<file path="src/rtl/clint_pkg_ysyx_23060136.sv">
// Shared CLINT definitions: register offsets, response codes, FSM state types and decode result.
package clint_pkg_ysyx_23060136;

    localparam logic [15:0] MSIP_OFF     = 16'h0000;
    localparam logic [15:0] MTIMECMP_OFF = 16'h4000;
    localparam logic [15:0] MTIME_OFF    = 16'hBFF8;

    localparam logic [1:0] RESP_OKAY   = 2'b00;
    localparam logic [1:0] RESP_DECERR = 2'b11;

    typedef enum logic {
        R_IDLE,
        R_RESP
    } rd_state_t;

    typedef enum logic [1:0] {
        W_IDLE,
        W_GOTA,
        W_GOTD,
        W_RESP
    } wr_state_t;

    typedef enum logic [1:0] {
        SEL_NONE,
        SEL_MSIP,
        SEL_MTIMECMP,
        SEL_MTIME
    } reg_sel_t;

    typedef struct packed {
        reg_sel_t   sel;
        logic [3:0] hart;
        logic       hi_lane;
    } dec_t;

    // Byte-lane merge used for every strobed 64-bit register update.
    function automatic logic [63:0] strb_merge(input logic [63:0] old_dat,
                                               input logic [63:0] new_dat,
                                               input logic [7:0]  strb);
        logic [63:0] res;
        res = old_dat;
        for (int b = 0; b < 8; b++) begin
            if (strb[b]) begin
                res[8*b +: 8] = new_dat[8*b +: 8];
            end
        end
        return res;
    endfunction

endpackage

</file>
<file path="src/rtl/clint_mtime_cnt_ysyx_23060136.sv">
// Prescaled free-running 64-bit mtime; strobed load replaces the increment in its cycle.
// Load takes effect on the next edge; no backpressure, the counter never stalls.
module clint_mtime_cnt_ysyx_23060136
    import clint_pkg_ysyx_23060136::*;
#(
    parameter int TICK_DIV = 1
) (
    input  logic        clk,
    input  logic        rst,
    input  logic        ld_vld,
    input  logic [63:0] ld_dat,
    input  logic [7:0]  ld_strb,
    output logic [63:0] mtime_o
);

    localparam int PW = (TICK_DIV > 1) ? $clog2(TICK_DIV) : 1;
    localparam logic [PW-1:0] PRESC_MAX = PW'(TICK_DIV - 1);

    logic [PW-1:0] presc_q, presc_d;
    logic [63:0]   mtime_q, mtime_d;
    logic          tick;

    always_comb begin
        tick    = (presc_q == PRESC_MAX);
        presc_d = tick ? '0 : presc_q + 1'b1;
        mtime_d = mtime_q;
        // Prescaler keeps running across a load so the tick phase is undisturbed.
        if (ld_vld) begin
            mtime_d = strb_merge(mtime_q, ld_dat, ld_strb);
        end else if (tick) begin
            mtime_d = mtime_q + 64'd1;
        end
    end

    always_ff @(posedge clk) begin
        if (rst) begin
            presc_q <= '0;
            mtime_q <= '0;
        end else begin
            presc_q <= presc_d;
            mtime_q <= mtime_d;
        end
    end

    assign mtime_o = mtime_q;

endmodule

</file>
<file path="src/rtl/clint_mtimer_ysyx_23060136.sv">
// CLINT: mtime, per-hart mtimecmp/msip behind an AXI-lite style slave; read latency 1 cycle,
// write commits on the edge that captures the last of addr/data; responses held until accepted.
module clint_mtimer_ysyx_23060136
    import clint_pkg_ysyx_23060136::*;
#(
    parameter int          NHARTS     = 1,
    parameter logic [31:0] CLINT_BASE = 32'h0200_0000,
    parameter int          TICK_DIV   = 1
) (
    input  logic              clk,
    input  logic              rst,
    input  logic [31:0]       CLINT_MEM_raddr,
    input  logic [2:0]        CLINT_MEM_rsize,
    input  logic              CLINT_MEM_raddr_valid,
    output logic              CLINT_MEM_raddr_ready,
    output logic [63:0]       CLINT_MEM_rdata,
    output logic [1:0]        CLINT_MEM_rresp,
    output logic              CLINT_MEM_rdata_valid,
    input  logic              CLINT_MEM_rdata_ready,
    input  logic [31:0]       CLINT_MEM_waddr,
    input  logic              CLINT_MEM_waddr_valid,
    output logic              CLINT_MEM_waddr_ready,
    input  logic [63:0]       CLINT_MEM_wdata,
    input  logic [7:0]        CLINT_MEM_wstrb,
    input  logic              CLINT_MEM_wdata_valid,
    output logic              CLINT_MEM_wdata_ready,
    output logic [1:0]        CLINT_MEM_bresp,
    output logic              CLINT_MEM_bvalid,
    input  logic              CLINT_MEM_bready,
    output logic [NHARTS-1:0] mtip_o,
    output logic [NHARTS-1:0] msip_o
);

    rd_state_t   rd_state_q, rd_state_d;
    logic [63:0] rdata_q, rdata_d;
    logic [1:0]  rresp_q, rresp_d;

    wr_state_t   wr_state_q, wr_state_d;
    logic [31:0] waddr_q, waddr_d;
    logic [63:0] wdata_q, wdata_d;
    logic [7:0]  wstrb_q, wstrb_d;
    logic [1:0]  bresp_q, bresp_d;

    logic [63:0]       mtimecmp_q [NHARTS];
    logic [63:0]       mtimecmp_d [NHARTS];
    logic [NHARTS-1:0] msip_q, msip_d;
    logic [NHARTS-1:0] mtip_q, mtip_d;

    logic [63:0] mtime;
    logic        mtime_ld;
    dec_t        rd_dec, wr_dec;
    logic [63:0] rd_val;
    logic [31:0] wr_addr;
    logic [63:0] wr_dat;
    logic [7:0]  wr_strb;
    logic        aw_hs, w_hs, commit;
    logic        unused_rsize;

    assign unused_rsize = ^CLINT_MEM_rsize;

    // Only exact, naturally aligned register offsets decode; everything else is DECERR.
    function automatic dec_t decode(input logic [31:0] addr);
        logic [31:0] off;
        dec_t        d;
        off       = addr - CLINT_BASE;
        d.sel     = SEL_NONE;
        d.hart    = '0;
        d.hi_lane = 1'b0;
        if (off[31:16] == 16'd0) begin
            if (((off[15:0] - MSIP_OFF) < 16'(4 * NHARTS)) && (off[1:0] == 2'b00)) begin
                d.sel     = SEL_MSIP;
                d.hart    = off[5:2];
                d.hi_lane = off[2];
            end else if ((off[15:0] >= MTIMECMP_OFF) &&
                         (off[15:0] < (MTIMECMP_OFF + 16'(8 * NHARTS))) &&
                         (off[2:0] == 3'b000)) begin
                d.sel  = SEL_MTIMECMP;
                d.hart = off[6:3];
            end else if (off[15:0] == MTIME_OFF) begin
                d.sel = SEL_MTIME;
            end
        end
        return d;
    endfunction

    clint_mtime_cnt_ysyx_23060136 #(
        .TICK_DIV (TICK_DIV)
    ) u_mtime_cnt (
        .clk     (clk),
        .rst     (rst),
        .ld_vld  (mtime_ld),
        .ld_dat  (wr_dat),
        .ld_strb (wr_strb),
        .mtime_o (mtime)
    );

    assign rd_dec = decode(CLINT_MEM_raddr);

    always_comb begin
        rd_val = '0;
        case (rd_dec.sel)
            SEL_MSIP: begin
                for (int h = 0; h < NHARTS; h++) begin
                    if (rd_dec.hart == 4'(h)) begin
                        rd_val = rd_dec.hi_lane ? {31'd0, msip_q[h], 32'd0} : {63'd0, msip_q[h]};
                    end
                end
            end
            SEL_MTIMECMP: begin
                for (int h = 0; h < NHARTS; h++) begin
                    if (rd_dec.hart == 4'(h)) begin
                        rd_val = mtimecmp_q[h];
                    end
                end
            end
            SEL_MTIME: rd_val = mtime;
            default:   rd_val = '0;
        endcase
    end

    always_comb begin
        rd_state_d = rd_state_q;
        rdata_d    = rdata_q;
        rresp_d    = rresp_q;
        case (rd_state_q)
            R_IDLE: begin
                if (CLINT_MEM_raddr_valid) begin
                    rdata_d    = rd_val;
                    rresp_d    = (rd_dec.sel == SEL_NONE) ? RESP_DECERR : RESP_OKAY;
                    rd_state_d = R_RESP;
                end
            end
            R_RESP: begin
                if (CLINT_MEM_rdata_ready) begin
                    rd_state_d = R_IDLE;
                end
            end
            default: rd_state_d = R_IDLE;
        endcase
    end

    assign CLINT_MEM_raddr_ready = (rd_state_q == R_IDLE);
    assign CLINT_MEM_rdata_valid = (rd_state_q == R_RESP);
    assign CLINT_MEM_rdata       = rdata_q;
    assign CLINT_MEM_rresp       = rresp_q;

    assign CLINT_MEM_waddr_ready = (wr_state_q == W_IDLE) || (wr_state_q == W_GOTD);
    assign CLINT_MEM_wdata_ready = (wr_state_q == W_IDLE) || (wr_state_q == W_GOTA);
    assign CLINT_MEM_bvalid      = (wr_state_q == W_RESP);
    assign CLINT_MEM_bresp       = bresp_q;

    assign aw_hs = CLINT_MEM_waddr_valid && CLINT_MEM_waddr_ready;
    assign w_hs  = CLINT_MEM_wdata_valid && CLINT_MEM_wdata_ready;

    // The commit uses whichever half was captured earlier plus the beat arriving now.
    always_comb begin
        wr_addr = (wr_state_q == W_GOTA) ? waddr_q : CLINT_MEM_waddr;
        wr_dat  = (wr_state_q == W_GOTD) ? wdata_q : CLINT_MEM_wdata;
        wr_strb = (wr_state_q == W_GOTD) ? wstrb_q : CLINT_MEM_wstrb;
    end

    assign wr_dec = decode(wr_addr);

    always_comb begin
        wr_state_d = wr_state_q;
        waddr_d    = waddr_q;
        wdata_d    = wdata_q;
        wstrb_d    = wstrb_q;
        bresp_d    = bresp_q;
        commit     = 1'b0;
        case (wr_state_q)
            W_IDLE: begin
                if (aw_hs && w_hs) begin
                    commit = 1'b1;
                end else if (aw_hs) begin
                    waddr_d    = CLINT_MEM_waddr;
                    wr_state_d = W_GOTA;
                end else if (w_hs) begin
                    wdata_d    = CLINT_MEM_wdata;
                    wstrb_d    = CLINT_MEM_wstrb;
                    wr_state_d = W_GOTD;
                end
            end
            W_GOTA: commit = w_hs;
            W_GOTD: commit = aw_hs;
            W_RESP: begin
                if (CLINT_MEM_bready) begin
                    wr_state_d = W_IDLE;
                end
            end
            default: wr_state_d = W_IDLE;
        endcase
        if (commit) begin
            wr_state_d = W_RESP;
            bresp_d    = (wr_dec.sel == SEL_NONE) ? RESP_DECERR : RESP_OKAY;
        end
    end

    always_comb begin
        msip_d     = msip_q;
        mtimecmp_d = mtimecmp_q;
        mtime_ld   = 1'b0;
        for (int h = 0; h < NHARTS; h++) begin
            mtip_d[h] = (mtime >= mtimecmp_q[h]);
        end
        if (commit) begin
            case (wr_dec.sel)
                SEL_MSIP: begin
                    for (int h = 0; h < NHARTS; h++) begin
                        if ((wr_dec.hart == 4'(h)) && wr_strb[{wr_dec.hi_lane, 2'b00}]) begin
                            msip_d[h] = wr_dat[{wr_dec.hi_lane, 5'b00000}];
                        end
                    end
                end
                SEL_MTIMECMP: begin
                    for (int h = 0; h < NHARTS; h++) begin
                        if (wr_dec.hart == 4'(h)) begin
                            mtimecmp_d[h] = strb_merge(mtimecmp_q[h], wr_dat, wr_strb);
                        end
                    end
                end
                SEL_MTIME: mtime_ld = 1'b1;
                default:   mtime_ld = 1'b0;
            endcase
        end
    end

    always_ff @(posedge clk) begin
        if (rst) begin
            rd_state_q <= R_IDLE;
            rdata_q    <= '0;
            rresp_q    <= RESP_OKAY;
            wr_state_q <= W_IDLE;
            waddr_q    <= '0;
            wdata_q    <= '0;
            wstrb_q    <= '0;
            bresp_q    <= RESP_OKAY;
            msip_q     <= '0;
            mtip_q     <= '0;
            for (int h = 0; h < NHARTS; h++) begin
                mtimecmp_q[h] <= '1;
            end
        end else begin
            rd_state_q <= rd_state_d;
            rdata_q    <= rdata_d;
            rresp_q    <= rresp_d;
            wr_state_q <= wr_state_d;
            waddr_q    <= waddr_d;
            wdata_q    <= wdata_d;
            wstrb_q    <= wstrb_d;
            bresp_q    <= bresp_d;
            msip_q     <= msip_d;
            mtip_q     <= mtip_d;
            for (int h = 0; h < NHARTS; h++) begin
                mtimecmp_q[h] <= mtimecmp_d[h];
            end
        end
    end

    assign mtip_o = mtip_q;
    assign msip_o = msip_q;

endmodule

</file>
<file path="config.mk">
export PLATFORM = sky130hd
export DESIGN_NAME = clint_mtimer_ysyx_23060136
export DESIGN_NICKNAME = d
export VERILOG_FILES = /design/src/rtl/clint_pkg_ysyx_23060136.sv /design/src/rtl/clint_mtime_cnt_ysyx_23060136.sv /design/src/rtl/clint_mtimer_ysyx_23060136.sv
export SDC_FILE = /design/constraint.sdc
export NUM_CORES = 1
export LEC_CHECK = 0
export CAP_MARGIN = 30
export CORE_MARGIN = 2
export CORE_UTILIZATION = 35
export DETAILED_ROUTE_END_ITERATION = 16
export SETUP_SLACK_MARGIN = 0.5
export SLEW_MARGIN = 5
export SYNTH_ARGS = -nofsm -noshare
export SYNTH_HDL_FRONTEND = slang
export SYNTH_HIERARCHICAL = 1
export SYNTH_SLANG_ARGS = --single-unit
export TNS_END_PERCENT = 20
</file>
<file path="constraint.sdc">
create_clock -name clk -period 6.5 [get_ports clk]
set_clock_uncertainty 0.1 [all_clocks]
set_input_delay 1.3 -clock clk [delete_from_list [all_inputs] [get_ports clk]]
set_output_delay 1.3 -clock clk [all_outputs]
set_load 0.02 [all_outputs]
</file>
# [After elaboration in Yosys (flattened, before gate mapping)]
# Index checks and enable logic that the tools add are counted.
[op_classes] bitwise_logic=4 order_cmp=9 n_reduce_logical=46 n_mux=48 add_sub_neg=4 eq_ne=23
[op_table] op="two-way mux 64 bit" n=4
[op_table] op="one-hot mux 64 bit (3 select lines)" n=1
[op_table] op="two-way mux 8 bit" n=9
[op_table] op="two-way mux 33 bit" n=2
[op_table] op="adder 64 x 1 -> 64 bit, second input constant" n=1
[op_table] op="greater-or-equal comparator 64 bit" n=1
[op_table] op="subtractor 32 x 26 -> 32 bit, second input constant" n=2
[op_table] op="AND reduction 4 bit" n=10
[op_table] op="equality test 16 bit, second input constant" n=2
[op_table] op="greater-or-equal comparator 16 x 15 -> 1 bit, second input constant" n=2
[op_table] op="logical NOT 16 bit" n=2
[op_table] op="less-than comparator 16 x 15 -> 1 bit, second input constant" n=2
[op_table] op="less-than comparator 16 x 3 -> 1 bit, second input constant" n=2
[op_table] op="two-way mux 32 bit" n=1
[op_table] op="two-way mux 2 bit" n=11
[op_table] op="AND reduction 2 bit" n=9
[op_table] op="inequality test 2 x 1 -> 1 bit, second input constant" n=8
[op_table] op="two-way mux 7 bit" n=2
[op_table] op="equality test 2 bit, second input constant" n=6
[op_table] op="two-way mux 6 bit" n=2
[op_table] op="two-way mux 1 bit" n=11
[op_table] op="logical AND 1 bit" n=10
[op_table] op="logical NOT 2 bit" n=5
[op_table] op="logical NOT 4 bit" n=2
[op_table] op="other kinds (18)" n=27
[word_totals] elab_cells=161 output_inout_bits=75 reg_bits=306

# [Longest topological paths before layout]
# Gate-level depths: netlist of run 1.
[logic_depth] ltp_word=14 depth_mapped=16 ltp_nobuf=14

# [Hierarchy]
# The synthesis of run 1 kept the hierarchy.
[by_module_without_submodules] module="clint_mtimer_ysyx_23060136" area_per_inst_um2=12203.0 n_inst=1 cells_per_inst=1467
[by_module_without_submodules] module="clint_mtime_cnt_ysyx_23060136" area_per_inst_um2=4038.9 n_inst=1 cells_per_inst=529

# [Worst setup path before layout of run 1]
# OpenSTA, ideal clock, no wires.
[synth_path] path_kind="in2reg" start="input port CLINT_MEM_waddr[18]" end="register u_mtime_cnt.mtime_q[4] (netlist: u_mtime_cnt/mtime_o[4])" n_path_buf=2 t_arrival_ps=3727 path_slack_ps=2578 t_required_ps=6305 stages=10 setup_ps=95 path_cell_list="nor4_1 nand4_1 a2111oi_4 nand2_1 nor2_1 or2_2 clkbuf_1 clkbuf_1 nand2_1 a221oi_1"
[synth_via] elab_chain_len=9 elab_cells_between_ends=11 cone_classes="add/sub: 1; eq/ne: 3; mux: 5; reduce/logical: 2"
[synth_lines] element="from (decl)" line_no="clint_mtimer_ysyx_23060136.sv:20" text="input logic [31:0] CLINT_MEM_waddr,"
[synth_lines] element="two-way mux 32 bit *" line_no="clint_mtimer_ysyx_23060136.sv:157" text="wr_addr = (wr_state_q == W_GOTA) ? waddr_q : CLINT_MEM_waddr;"
[synth_lines] element="subtractor 32 x 26 -> 32 bit *" line_no="clint_mtimer_ysyx_23060136.sv:65" text="off = addr - CLINT_BASE;"
[synth_lines] element="logical NOT 16 bit *" line_no="clint_mtimer_ysyx_23060136.sv:69" text="if (off[31:16] == 16'd0) begin"
[synth_lines] element="two-way mux 7 bit *" line_no="clint_mtimer_ysyx_23060136.sv:69"
[synth_lines] element="equality test 2 bit *" line_no="clint_mtimer_ysyx_23060136.sv:207" text="case (wr_dec.sel)"
[synth_lines] element="two-way mux 1 bit *" line_no="clint_mtimer_ysyx_23060136.sv:207"
[synth_lines] element="two-way mux 1 bit *" line_no="clint_mtimer_ysyx_23060136.sv:206" text="if (commit) begin"
[synth_lines] element="named net mtime_ld" line_no="clint_mtimer_ysyx_23060136.sv:50" text="logic mtime_ld;"
[synth_lines] element="inequality test 2 x 1 -> 1 bit (no line) or inequality test 2 bit (tied branches)"
[synth_lines] element="AND reduction 2 bit (no line)"
[synth_lines] element="to (signal assigned)" line_no="clint_mtime_cnt_ysyx_23060136.sv:41" text="mtime_q <= mtime_d;"
[synth_lines] element="to (decl)" line_no="clint_mtime_cnt_ysyx_23060136.sv:20" text="logic [63:0] mtime_q, mtime_d;"
# Mark *: on every way through the listed nets, which the timed path passes. The rest lies on a longest branch.
# A chain may end at the register's enable or synchronous reset.

# [Worst setup path after layout of run 1]
[layout_path] start="input port CLINT_MEM_waddr[19]" end="register u_mtime_cnt.mtime_q[55] (netlist: u_mtime_cnt/mtime_o[55])"
# Same word-level chain as after synthesis.

==> metrics.log, run 1 <==
INFO  metric total_number_of_nets_in_the_final_design = 2353
INFO  metric wire_length_of_the_first_global_routing_pass = slightly below 80000 um
INFO  metric initial_core_util = 0.356
INFO  metric routed_wire_per_std_cell = about 18 um
INFO  metric finalWirelength = approximately 50000 um
INFO  metric yosys.cell_types.count = around 80
INFO  metric synth_top_area_cell = sky130_fd_sc_hd__dfxtp_1
INFO  metric detailroute.via_count = roughly 15000
INFO  metric max_slew_vio_count = 0
INFO  metric worst_r2r_startpoint = wr_state_q[1]$_SDFFE_PP0P_
INFO  metric place.port_buffers = approximately 220
INFO  metric synth_sequential_area_ratio = 0.375
INFO  metric crit_path_cells = clkdlybuf4s50_1 > nor4_1 > nand4_1 > a2111oi_4 > nand2_1 > nor2_4 > buf_4 > nor2_2 > buf_4 > nand4_1 > nor2_2 > a211oi_1 > a2111oi_2
INFO  metric clock_tree_from_tritoncts = yes
INFO  metric gp_routability_congestion = roughly 0.85
INFO  metric die_width = about 220 um
INFO  metric grt_pass1_vias = roughly 14000
INFO  metric worst_ep_required_time = approximately 6.8 ns
INFO  metric dominantRegCellSynth = sky130_fd_sc_hd__dfxtp_1
INFO  metric worst-r2r-cell-count = 15
INFO  metric asyncSetResetFlopFracSynth = 0
INFO  metric clkLatencyLatePin = roughly 0.55 ns
INFO  metric dp_hpwl = approximately 35000 um
INFO  metric number_of_enable_type_register_cells_in_the_synthesized_netlist = 0
INFO  metric post_cts_resize_count = 0
INFO  metric timing.critical_path.to_type = register
INFO  metric irDropWorstVdd = 0.161 mV
INFO  metric std_cell_rows = 78
INFO  metric yosys_warnings = 6
INFO  metric hold_path.class = register to register
INFO  metric commonest_cells_post_synth = sky130_fd_sc_hd__dfxtp_1 (304), sky130_fd_sc_hd__nand2_1 (280), sky130_fd_sc_hd__nor2_1 (279), sky130_fd_sc_hd__a21oi_1 (151), sky130_fd_sc_hd__clkbuf_1 (89)
INFO  metric global_route.usage.total = 0.205
INFO  metric hold_violations = 0
INFO  metric timing.critical_path.fanout_max = about 40
INFO  metric cp.depth = 13
INFO  metric finalSetupViolCount = 0
INFO  metric crit_end = u_mtime_cnt/mtime_o[55]$_SDFFE_PP0P_
INFO  metric max_cap_viol_count = 0
INFO  metric number_of_buffers_added_by_the_clock_tree_synthesis_step = 37
INFO  metric timing.critical_path.slowest_cell_delay = 0.51 ns
INFO  metric fp.dieArea = 48100 um^2
INFO  metric cts.sink_count = just over 300
INFO  metric grt_start_max_net_pins = between 100 and 150
INFO  metric synth_area = between 15000 and 20000 um^2
INFO  metric drc_errors = 0
INFO  metric clkTransAtPathRegs = around 0.060 ns
INFO  metric cts.htree.levels = 2
INFO  metric synth.ff_latch_count = between 300 and 400
INFO  metric maxClockFrequency = 224 MHz
INFO  metric overflow = 0
INFO  metric p_per_area = 218 nW/um^2
INFO  metric postRouteAntennaNets = 0
INFO  metric initialDrtViolationCount = slightly below 1000
INFO  metric flow.area_growth_from_synthesis = 22.9%
INFO  metric timing.final.crit_period = about 4.5 ns
INFO  metric grt_antenna_before_repair = 1
INFO  metric worst_slew_pin_slew = between 0.9 and 1 ns
INFO  metric max-slew-margin-rel = 0.370
INFO  metric cpLargestDelayFamily = simple AND/OR/NAND/NOR gates
INFO  metric setup-tns-final = 0 ns
INFO  metric worstSetupPathType = primary input to register
INFO  metric synth_most_common_cell = sky130_fd_sc_hd__dfxtp_1
INFO  metric worst_r2r_endpoint = u_mtime_cnt/mtime_o[55]$_SDFFE_PP0P_
INFO  metric slowest_stage = sky130_fd_sc_hd__a2111oi_4
INFO  metric drive_gt1_frac = 0.0882
INFO  metric postSynthNetCount = 2209
INFO  metric period_share = 0.687
INFO  metric floorplan.io_pins = 221
INFO  metric synth_top_area_share = 0.375
INFO  metric run_status = completed
INFO  metric cts.root.buffer_cell = sky130_fd_sc_hd__clkbuf_16
INFO  metric fp.coreArea = about 46000 um^2
INFO  metric timing.hold.worst_path_depth = 2
INFO  metric clockBufferDepth = 3
INFO  metric avg_cell_area_syn = 8.14 um^2
INFO  metric cp.arrival = 4.76 ns
INFO  metric dpl-instance-area = approximately 19000 um^2
INFO  metric netlist_top_cells_area = sky130_fd_sc_hd__dfxtp_1 (37%), sky130_fd_sc_hd__nand2_1 (6.5%), sky130_fd_sc_hd__nor2_1 (6.4%), sky130_fd_sc_hd__ha_1 (5.2%), sky130_fd_sc_hd__mux2_2 (5.1%)
INFO  metric die_height = roughly 220 um
INFO  metric finalInstanceArea = 20000 um^2
INFO  metric worstSetupStartpoint = CLINT_MEM_waddr[19]
INFO  metric number_of_fill_cells = around 4400
INFO  metric cts.repair_timing.setup_buffer_count = 0
INFO  metric rsz0062_at_grt = false
INFO  metric drt-pass1-iter-count = 5
INFO  metric p_total = around 4.4 mW
INFO  metric static-leakage-power = approximately 7.7 nW
INFO  metric cp.buffers_inverters = 3
INFO  metric timing.critical_path.from_type = primary input
INFO  metric synthCells = 1996
INFO  metric via_per_inst = around 5.5
INFO  metric r2r_setup_slack = about 2.3 ns
INFO  metric cts.hold.buffers_added = 0
per-stage QoR:
| step | util | hold slack (ns) | worst slack (ns) | std cells |
|---|---|---|---|---|
| floorplan | - | 0.334 | 2.58 | 1996 |
| global placement | 0.412 | 0.339 | 1.49 | 2700 |
| detailed placement | 0.412 | 0.344 | 1.45 | 2701 |
| CTS | 0.438 | 0.352 | 2.04 | 2765 |
| global route | 0.438 | 0.366 | 1.82 | 2766 |
| finish | 0.438 | 0.351 | 2.03 | 2766 |
kinds of logic after synthesis:
family,count (synthesis),share of synthesized area
XOR/XNOR,1,0.000539
AND/OR/NAND/NOR,813,0.233
adder cells (fa/ha/maj),67,0.0516
multiplexers,153,0.100
other,1,0.000231
buffers and inverters,216,0.0562
AO/OA/AOI/OAI,441,0.184
flip-flops,304,0.375
cell type report:
type	count	area, um^2	area share
tap	600	751	0.0376
clock inverter	11	116	0.00583
inverter	83	312	0.0156
clock buffer	53	1070	0.0535
timing repair buffer	238	2340	0.117
antenna	1	2.50	0.000125
sequential	304	6090	0.305
multi-input combinational	1476	9290	0.465
power by group:
| group | switching (mW) | internal, mW | total (mW) |
|---|---|---|---|
| combinational | 0.218 | 0.179 | 0.396 |
| sequential | 0.0195 | 1.89 | 1.91 |
| clock | 0.829 | 1.22 | 2.05 |
| total | 1.07 | 3.29 | 4.36 |
worst min path at each step:
stage | startpoint | to | slack [ns]
6_report | wdata_q[37]$_SDFFE_PP0P_ | wdata_q[37]$_SDFFE_PP0P_ | 0.35
4_1_cts | wdata_q[27]$_SDFFE_PP0P_ | wdata_q[27]$_SDFFE_PP0P_ | 0.35
3_5_place_dp | wdata_q[27]$_SDFFE_PP0P_ | wdata_q[27]$_SDFFE_PP0P_ | 0.34
2_1_floorplan | wdata_q[0]$_SDFFE_PP0P_ | wdata_q[0]$_SDFFE_PP0P_ | 0.33
3_3_place_gp | wdata_q[23]$_SDFFE_PP0P_ | wdata_q[23]$_SDFFE_PP0P_ | 0.34
5_1_grt | wdata_q[59]$_SDFFE_PP0P_ | wdata_q[59]$_SDFFE_PP0P_ | 0.37
cell usage in the layout (no fill, tap or decap), types with 12 or more instances in the layout:
cell	count
sky130_fd_sc_hd__and3_1	20
sky130_fd_sc_hd__clkdlybuf4s50_1	216
sky130_fd_sc_hd__mux2_2	74
sky130_fd_sc_hd__inv_1	82
sky130_fd_sc_hd__a22oi_1	63
sky130_fd_sc_hd__a311oi_1	12
sky130_fd_sc_hd__nor4_1	29
sky130_fd_sc_hd__nand2_1	279
sky130_fd_sc_hd__mux2i_1	78
sky130_fd_sc_hd__buf_4	20
sky130_fd_sc_hd__nor3_1	41
sky130_fd_sc_hd__nor2_1	276
sky130_fd_sc_hd__a22o_1	64
sky130_fd_sc_hd__a21oi_1	151
sky130_fd_sc_hd__o21ai_0	41
sky130_fd_sc_hd__a211oi_1	23
sky130_fd_sc_hd__clkbuf_16	39
sky130_fd_sc_hd__nand3_1	43
sky130_fd_sc_hd__nand4_1	37
sky130_fd_sc_hd__a31oi_1	14
sky130_fd_sc_hd__ha_1	67
sky130_fd_sc_hd__dfxtp_1	304
flip-flops by register name, summed over array words and instances, names as in the netlist:
| register | cells |
|---|---|
| mtip_o | 1 |
| u_mtime_cnt/presc_q | 1 |
| u_mtime_cnt/mtime_o | 64 |
| CLINT_MEM_bresp | 1 |
| CLINT_MEM_rdata_valid | 1 |
| CLINT_MEM_rdata | 64 |
| wdata_q | 64 |
| waddr_q | 32 |
| mtimecmp_q | 64 |
| msip_o | 1 |
| wr_state_q | 2 |
| wstrb_q | 8 |
| CLINT_MEM_rresp | 1 |
layer usage:
metal	wire [um]	part of all wire	vias up	GRT usage
met1	24100	0.48	7211	0.289
met5	0	0	-	0
met4	1070	0.021	0	0.0624
met2	22400	0.45	433	0.322
met3	2790	0.055	58	0.0302
li1	-	-	7417	-
worst reg2reg max path, cell delays in order, from the launching register on:
cell,delay (ns)
sky130_fd_sc_hd__dfxtp_1,0.51
sky130_fd_sc_hd__nand2b_1,0.41
sky130_fd_sc_hd__mux2i_1,0.39
sky130_fd_sc_hd__ha_1,0.21
sky130_fd_sc_hd__inv_1,0.05
sky130_fd_sc_hd__a31oi_1,0.14
sky130_fd_sc_hd__a32oi_1,0.15
sky130_fd_sc_hd__nand2_1,0.18
sky130_fd_sc_hd__nor2_4,0.07
sky130_fd_sc_hd__buf_4,0.29
sky130_fd_sc_hd__nor2_2,0.16
sky130_fd_sc_hd__buf_4,0.37
sky130_fd_sc_hd__nand4_1,0.33
sky130_fd_sc_hd__nor2_2,0.34
sky130_fd_sc_hd__a211oi_1,0.10
sky130_fd_sc_hd__a2111oi_2,0.29
Power figures use the tool's default switching activity.
==> inputs of run 2 (changes only) <==
- clock period: 6.5 -> 4.54 ns (I/O delays scaled with it)
==> run 2 against run 1 <==
Against the previous run: routed wire length is 0.75% higher; non-clock buffer count is 16 higher; cell count is 0.72% higher; sequential share of layout area is 0.28 points lower; critical endpoint is now u_mtime_cnt/mtime_o[4]$_SDFFE_PP0P_; largest cell class unchanged; highest routed layer unchanged.
==> metrics.log, run 2 (synthesis results as in run 1) <==
INFO  metric rsz0062_at_grt = false
INFO  metric setup-tns-final = 0 ns
INFO  metric drt-pass1-iter-count = 6
INFO  metric finalWorstSetupSlack = approximately 0.7 ns
INFO  metric worst_r2r_endpoint = u_mtime_cnt/mtime_o[56]$_SDFFE_PP0P_
INFO  metric cp.depth = 11
INFO  metric hold_path.class = register to register
INFO  metric overflow = 0
INFO  metric worst-r2r-cell-count = 13
INFO  metric clock_tree_from_tritoncts = yes
INFO  metric placedCellCount = between 2000 and 3000
INFO  metric cp.arrival = 4.19 ns
INFO  metric via_per_inst = 5.42
INFO  metric hold_violations = 0
INFO  metric initial_core_util = 0.356
INFO  metric irDropWorstVdd = slightly above 0.2 mV
INFO  metric timing.critical_path.to_type = register
INFO  metric most_common_cell_on_crit_path = sky130_fd_sc_hd__nand2_1
INFO  metric finalWirelength = 50700 um
INFO  metric clkLatencyLatePin = 0.56 ns
INFO  metric post_cts_resize_count = 0
INFO  metric run_status = completed
INFO  metric clockBufferDepth = 3
INFO  metric cts.root.buffer_cell = sky130_fd_sc_hd__clkbuf_16
INFO  metric dp_hpwl = 36400 um
INFO  metric grt_pass1_vias = about 14000
INFO  metric clkTransAtPathRegs = about 0.060 ns
INFO  metric die_height = between 200 and 250 um
INFO  metric max_cap_viol_count = 0
INFO  metric max_slew_vio_count = 0
INFO  metric r2r_setup_slack = 0.83 ns
INFO  metric capture_endpoint_of_the_worst_hold_path = wstrb_q[4]$_SDFFE_PP0P_
INFO  metric hold_ws = between 0.3 and 0.4 ns
INFO  metric total_number_of_nets_in_the_final_design = roughly 2400
INFO  metric crit_path_cells = clkdlybuf4s50_1 > nor4_1 > nand4_1 > a2111oi_4 > nand2_1 > nor2_4 > buf_4 > nand2_1 > nand2_1 > o21ai_0 > a221oi_1
INFO  metric cpLargestDelayFamily = simple AND/OR/NAND/NOR gates
INFO  metric slowest_stage = sky130_fd_sc_hd__a2111oi_4
INFO  metric timing.hold.worst_path_depth = 2
INFO  metric postRouteAntennaNets = 0
INFO  metric max-slew-margin-rel = 0.400
INFO  metric hold_path.startpoint = wstrb_q[4]$_SDFFE_PP0P_
INFO  metric gp_routability_congestion = approximately 0.86
INFO  metric place_ws = ~0.16 ns
INFO  metric timing.critical_path.from_type = primary input
INFO  metric cts.repair_timing.setup_buffer_count = 0
INFO  metric detailroute.via_count = about 15000
INFO  metric finalCoreUtilization = 0.442
INFO  metric mostFrequentLayoutCell = sky130_fd_sc_hd__dfxtp_1
INFO  metric cts.hold.buffers_added = 0
INFO  metric worst_r2r_startpoint = wr_state_q[0]$_SDFFE_PP0P_
INFO  metric place.port_buffers = ~220
INFO  metric grt_antenna_before_repair = 1
INFO  metric mostFrequentLayoutCells = sky130_fd_sc_hd__dfxtp_1 (303), sky130_fd_sc_hd__nand2_1 (279), sky130_fd_sc_hd__nor2_1 (276), sky130_fd_sc_hd__clkdlybuf4s50_1 (216), sky130_fd_sc_hd__a21oi_1 (151)
INFO  metric period_share = 0.846
INFO  metric timing.critical_path.fanout_max = 17
INFO  metric multi_input_gate_area_in_the_final_layout = 9300 um^2
INFO  metric worst_ep_required_time = approximately 4.9 ns
INFO  metric global_route.usage.total = 0.207
INFO  metric drive_gt1_frac = 0.0966
INFO  metric number_of_fill_cells = ~4500
INFO  metric floorplan.io_pins = around 220
INFO  metric die_width = ~220 um
INFO  metric cts.sink_count = 304
INFO  metric drc_errors = 0
INFO  metric worstSetupPathType = primary input to register
INFO  metric wire_length_of_the_first_global_routing_pass = between 70000 and 80000 um
INFO  metric timing.critical_path.slowest_cell_delay = roughly 0.47 ns
INFO  metric initialDrtViolationCount = around 1100
INFO  metric fp.coreArea = 45600 um^2
INFO  metric cp.buffers_inverters = 2
INFO  metric fin_cells = between 2000 and 3000
INFO  metric std_cell_rows = 78
INFO  metric static-leakage-power = approximately 7.8 nW
INFO  metric flow.area_growth_from_synthesis = 24.1%
INFO  metric timing.final.crit_period = about 3.8 ns
INFO  metric dpl-instance-area = about 19000 um^2
INFO  metric routed_wire_per_std_cell = 18.2 um
INFO  metric p_per_area = ~310 nW/um^2
INFO  metric fp.dieArea = a little under 50000 um^2
INFO  metric number_of_buffers_added_by_the_clock_tree_synthesis_step = 38
INFO  metric grt_start_max_net_pins = approximately 120
INFO  metric worst_slew_pin_slew = ~0.90 ns
INFO  metric cts.htree.levels = 2
INFO  metric p_total = slightly above 6 mW
INFO  metric finalInstanceArea = 20200 um^2
INFO  metric maxClockFrequency = roughly 260 MHz
INFO  metric finalSetupViolCount = 0
INFO  metric seq_area = slightly above 6000 um^2
==> run 2: routing by layer <==
layer  vias up  GRT usage  wire, um
li1       7449          -         -
met1      7197      0.291     24200
met2       400      0.326     22600
met3        61     0.0356      2870
met4         0     0.0538      1000
met5         -          0         0
==> run 2: layout make-up <==
class	instances	share of cell area
clock inverters	8	0.00230
multi-input cells	1476	0.462
clock buffers	60	0.0553
diodes	1	0.000124
inverters	83	0.0155
well taps	600	0.0373
repair buffers	254	0.126
flip-flops and latches	304	0.302
==> run 2: report_power, final <==
part           switching [mW]  leakage [nW]  internal [mW]  total (mW)
combinational           0.315          4.78          0.263       0.578
clock                    1.18         0.570           1.68        2.86
sequential             0.0284          2.46           2.71        2.74
total                    1.52          7.81           4.66        6.18
==> run 2: tightest hold or removal path, stage by stage, from the launching register on <==
cell	delay [ns]
sky130_fd_sc_hd__dfxtp_1	0.30
sky130_fd_sc_hd__nand2_1	0.05
sky130_fd_sc_hd__a21oi_1	0.05
==> run 2: worst max path at each step <==
| stage | start | endpoint | slack (ns) |
|---|---|---|---|
| global placement | CLINT_MEM_waddr[18] | u_mtime_cnt/mtime_o[4]$_SDFFE_PP0P_ | 0.26 |
| finish | CLINT_MEM_waddr[18] | u_mtime_cnt/mtime_o[4]$_SDFFE_PP0P_ | 0.70 |
| global route | CLINT_MEM_waddr[18] | u_mtime_cnt/mtime_o[11]$_SDFFE_PP0P_ | 0.50 |
| detailed placement | CLINT_MEM_waddr[18] | u_mtime_cnt/mtime_o[11]$_SDFFE_PP0P_ | 0.16 |
| floorplan | CLINT_MEM_waddr[18] | u_mtime_cnt/mtime_o[4]$_SDFFE_PP0P_ | 1.01 |
| CTS | wr_state_q[1]$_SDFFE_PP0P_ | u_mtime_cnt/mtime_o[26]$_SDFFE_PP0P_ | 0.62 |
==> inputs of run 3 (changes only) <==
- clock period: 4.54 -> 3.2 ns (I/O delays scaled with it)
==> run 3 against run 2 <==
Against the previous run: via count rose by 2.7%; largest power group unchanged; worst hold slack better by 0.00078 ns; global-route usage is 0.63 points higher; core utilization increased by 3.9 points; clock power up 52%; non-clock buffer count increased by 111; worst setup slack got worse by 0.28 ns; highest routed layer unchanged; first-iteration DRC count is 6.7% lower; routed wire length grew 3.8%; cell area is 8.7% higher; critical path depth is 1 higher; critical path type is now register to register.
==> metrics.log, run 3 (synthesis results as in run 1) <==
INFO  metric timing.critical_path.to_type = register
INFO  metric grt_start_max_net_pins = between 100 and 150
INFO  metric setup-tns-final = 0 ns
INFO  metric cell_internal_pwr = 6.95 mW
INFO  metric flow.area_growth_from_synthesis = 34.9%
INFO  metric clockBufferDepth = 3
INFO  metric overflow = 0
INFO  metric maxClockFrequency = 359 MHz
INFO  metric timing.critical_path.fanout_max = 8
INFO  metric cp.arrival = between 3 and 4 ns
INFO  metric fp.coreArea = 45600 um^2
INFO  metric diodes = 0
INFO  metric place_ws = -0.423 ns
INFO  metric std_cell_rows = a little under 80
INFO  metric drt-pass1-iter-count = 5
INFO  metric max_slew_vio_count = 0
INFO  metric drc_errors = 0
INFO  metric mostFrequentLayoutCells = sky130_fd_sc_hd__dfxtp_1 (302), sky130_fd_sc_hd__nor2_1 (275), sky130_fd_sc_hd__nand2_1 (264), sky130_fd_sc_hd__clkdlybuf4s50_1 (207), sky130_fd_sc_hd__a21oi_1 (145)
INFO  metric net_switching_power = around 2.2 mW
INFO  metric wire_length_of_the_first_global_routing_pass = just over 80000 um
INFO  metric timing.hold.worst_path_depth = 2
INFO  metric clkTransAtPathRegs = around 0.06 ns
INFO  metric worstSetupPathType = register to register
INFO  metric capture_endpoint_of_the_worst_hold_path = wdata_q[54]$_SDFFE_PP0P_
INFO  metric share_comb_of_total_power = 0.103
INFO  metric global_route.usage.total = 0.213
INFO  metric switching_share = 0.242
INFO  metric cts.sink_count = slightly above 300
INFO  metric irDropWorstVdd = 0.329 mV
INFO  metric die_width = around 220 um
INFO  metric postRouteAntennaNets = 0
INFO  metric max-slew-margin-rel = 0.508
INFO  metric routed_wire_per_std_cell = about 18 um
INFO  metric hold_ws = 0.351 ns
INFO  metric initialDrtViolationCount = 1000
INFO  metric cts.root.buffer_cell = sky130_fd_sc_hd__clkbuf_16
INFO  metric cts.htree.levels = 2
INFO  metric cts.hold.buffers_added = 0
INFO  metric dp_hpwl = approximately 37000 um
INFO  metric finalInstanceArea = ~22000 um^2
INFO  metric timing.critical_path.from_type = register
INFO  metric finalSetupViolCount = 0
INFO  metric p_per_area = 419 nW/um^2
INFO  metric floorplan.io_pins = between 200 and 250
INFO  metric via_per_inst = 5.36
INFO  metric number_of_fill_cells = roughly 4300
INFO  metric multi_input_gate_area_in_the_final_layout = 9790 um^2
INFO  metric static-leakage-power = between 8 and 9 nW
INFO  metric die_height = ~220 um
INFO  metric detailroute.via_count = approximately 16000
INFO  metric hold_path.class = register to register
INFO  metric initial_core_util = 0.356
INFO  metric clock_tree_from_tritoncts = yes
INFO  metric total_number_of_nets_in_the_final_design = about 2500
INFO  metric rsz0062_at_grt = true
INFO  metric dpl-instance-area = between 15000 and 20000 um^2
INFO  metric worst_r2r_endpoint = u_mtime_cnt/mtime_o[56]$_SDFFE_PP0P_
INFO  metric hold_path.startpoint = wdata_q[54]$_SDFFE_PP0P_
INFO  metric timing.final.crit_period = 2.79 ns
INFO  metric worst_r2r_startpoint = wr_state_q[0]$_SDFFE_PP0P_
INFO  metric worst-r2r-cell-count = 12
INFO  metric relative_contribution_of_sequential_cells_to_total_power = 0.423
INFO  metric worst_ep_required_time = 3.57 ns
INFO  metric clkLatencyLatePin = 0.55 ns
INFO  metric p_total = around 9.2 mW
INFO  metric gp_routability_congestion = 0.865
INFO  metric fp.dieArea = between 40000 and 50000 um^2
INFO  metric seq_area = 6090 um^2
INFO  metric hold_violations = 0
INFO  metric grt_antenna_before_repair = 0
INFO  metric drive_gt1_frac = 0.173
INFO  metric run_status = completed
INFO  metric period_share = 0.871
INFO  metric finalWirelength = between 50000 and 60000 um
INFO  metric place.port_buffers = ~220
INFO  metric grt_pass1_vias = roughly 15000
INFO  metric max_cap_viol_count = 0
INFO  metric worst_slew_pin_slew = approximately 0.74 ns
INFO  metric clock_power_share = 0.474
INFO  metric number_of_buffers_added_by_the_clock_tree_synthesis_step = 37
INFO  metric finalWorstSetupSlack = 0.412 ns
INFO  metric mostFrequentLayoutCell = sky130_fd_sc_hd__dfxtp_1
INFO  metric r2r_setup_slack = 0.41 ns
[run 3: metrics by stage]
step            util  instances
2_1_floorplan      -       1996
3_3_place_gp   0.437       2801
3_5_place_dp   0.437       2801
4_1_cts        0.473       2880
5_1_grt        0.481       2895
6_report       0.481       2895
[run 3: repair_timing]
| item | 4_1_cts | 5_1_grt |
|---|---|---|
| gates resized for setup | 60 | 52 |
| gates cloned | 2 | 2 |
| buffers inserted | 11 | 13 |
| pin swaps | 24 | 30 |
| setup endpoints to repair | 128 | 183 |
[run 3: power by group through the flow]
stage	Combinational (mW)	Clock [mW]	Sequential [mW]
after detailed placement	0.885	0	3.96
after global routing	1.02	4.60	3.89
final	0.946	4.35	3.88
after floorplan	0.469	0	3.96
after CTS	0.919	4.46	3.88
after global placement	0.872	0	3.96
[run 3: layer usage]
layer / part of all wire / routed length, um / global-route usage / vias up
li1: - / - / - / 7665
met1: 0.48 / 25100 / 0.300 / 7341
met2: 0.44 / 23400 / 0.333 / 429
met3: 0.053 / 2810 / 0.0340 / 77
met4: 0.025 / 1320 / 0.0660 / 0
met5: 0 / 0 / 0 / -
[run 3: critical path: stages (launching register included)]
cell and delay [ns]:
sky130_fd_sc_hd__dfxtp_4 0.36, sky130_fd_sc_hd__buf_6 0.12, sky130_fd_sc_hd__and2_4 0.13, sky130_fd_sc_hd__or3_4 0.38, sky130_fd_sc_hd__a2111oi_4 0.37, sky130_fd_sc_hd__nand2_2 0.12, sky130_fd_sc_hd__nor2_4 0.12, sky130_fd_sc_hd__buf_12 0.14
sky130_fd_sc_hd__or2_4 0.21, sky130_fd_sc_hd__buf_12 0.19, sky130_fd_sc_hd__nor4_4 0.05, sky130_fd_sc_hd__mux2_4 0.30, sky130_fd_sc_hd__nor3_1 0.11
[run 3: cell type report]
type                            instances  area share
Tap cell                              600      0.0343
Sequential cell                       304       0.278
Timing Repair Buffer                  365       0.169
Clock buffer                           57      0.0513
Multi-Input combinational cell       1477       0.447
Clock inverter                          9     0.00577
Inverter                               83      0.0145
[run 3: worst max-delay path by stage]
stage	start	to	slack, ns
finish	wr_state_q[0]$_SDFFE_PP0P_	u_mtime_cnt/mtime_o[56]$_SDFFE_PP0P_	0.41
global route	wr_state_q[1]$_SDFFE_PP0P_	u_mtime_cnt/mtime_o[50]$_SDFFE_PP0P_	0.27
CTS	wr_state_q[1]$_SDFFE_PP0P_	u_mtime_cnt/mtime_o[42]$_SDFFE_PP0P_	0.41
detailed placement	CLINT_MEM_waddr[18]	u_mtime_cnt/mtime_o[4]$_SDFFE_PP0P_	-0.42
global placement	CLINT_MEM_waddr[18]	u_mtime_cnt/mtime_o[40]$_SDFFE_PP0P_	-0.42
floorplan	CLINT_MEM_waddr_valid	u_mtime_cnt/mtime_o[4]$_SDFFE_PP0P_	0.43
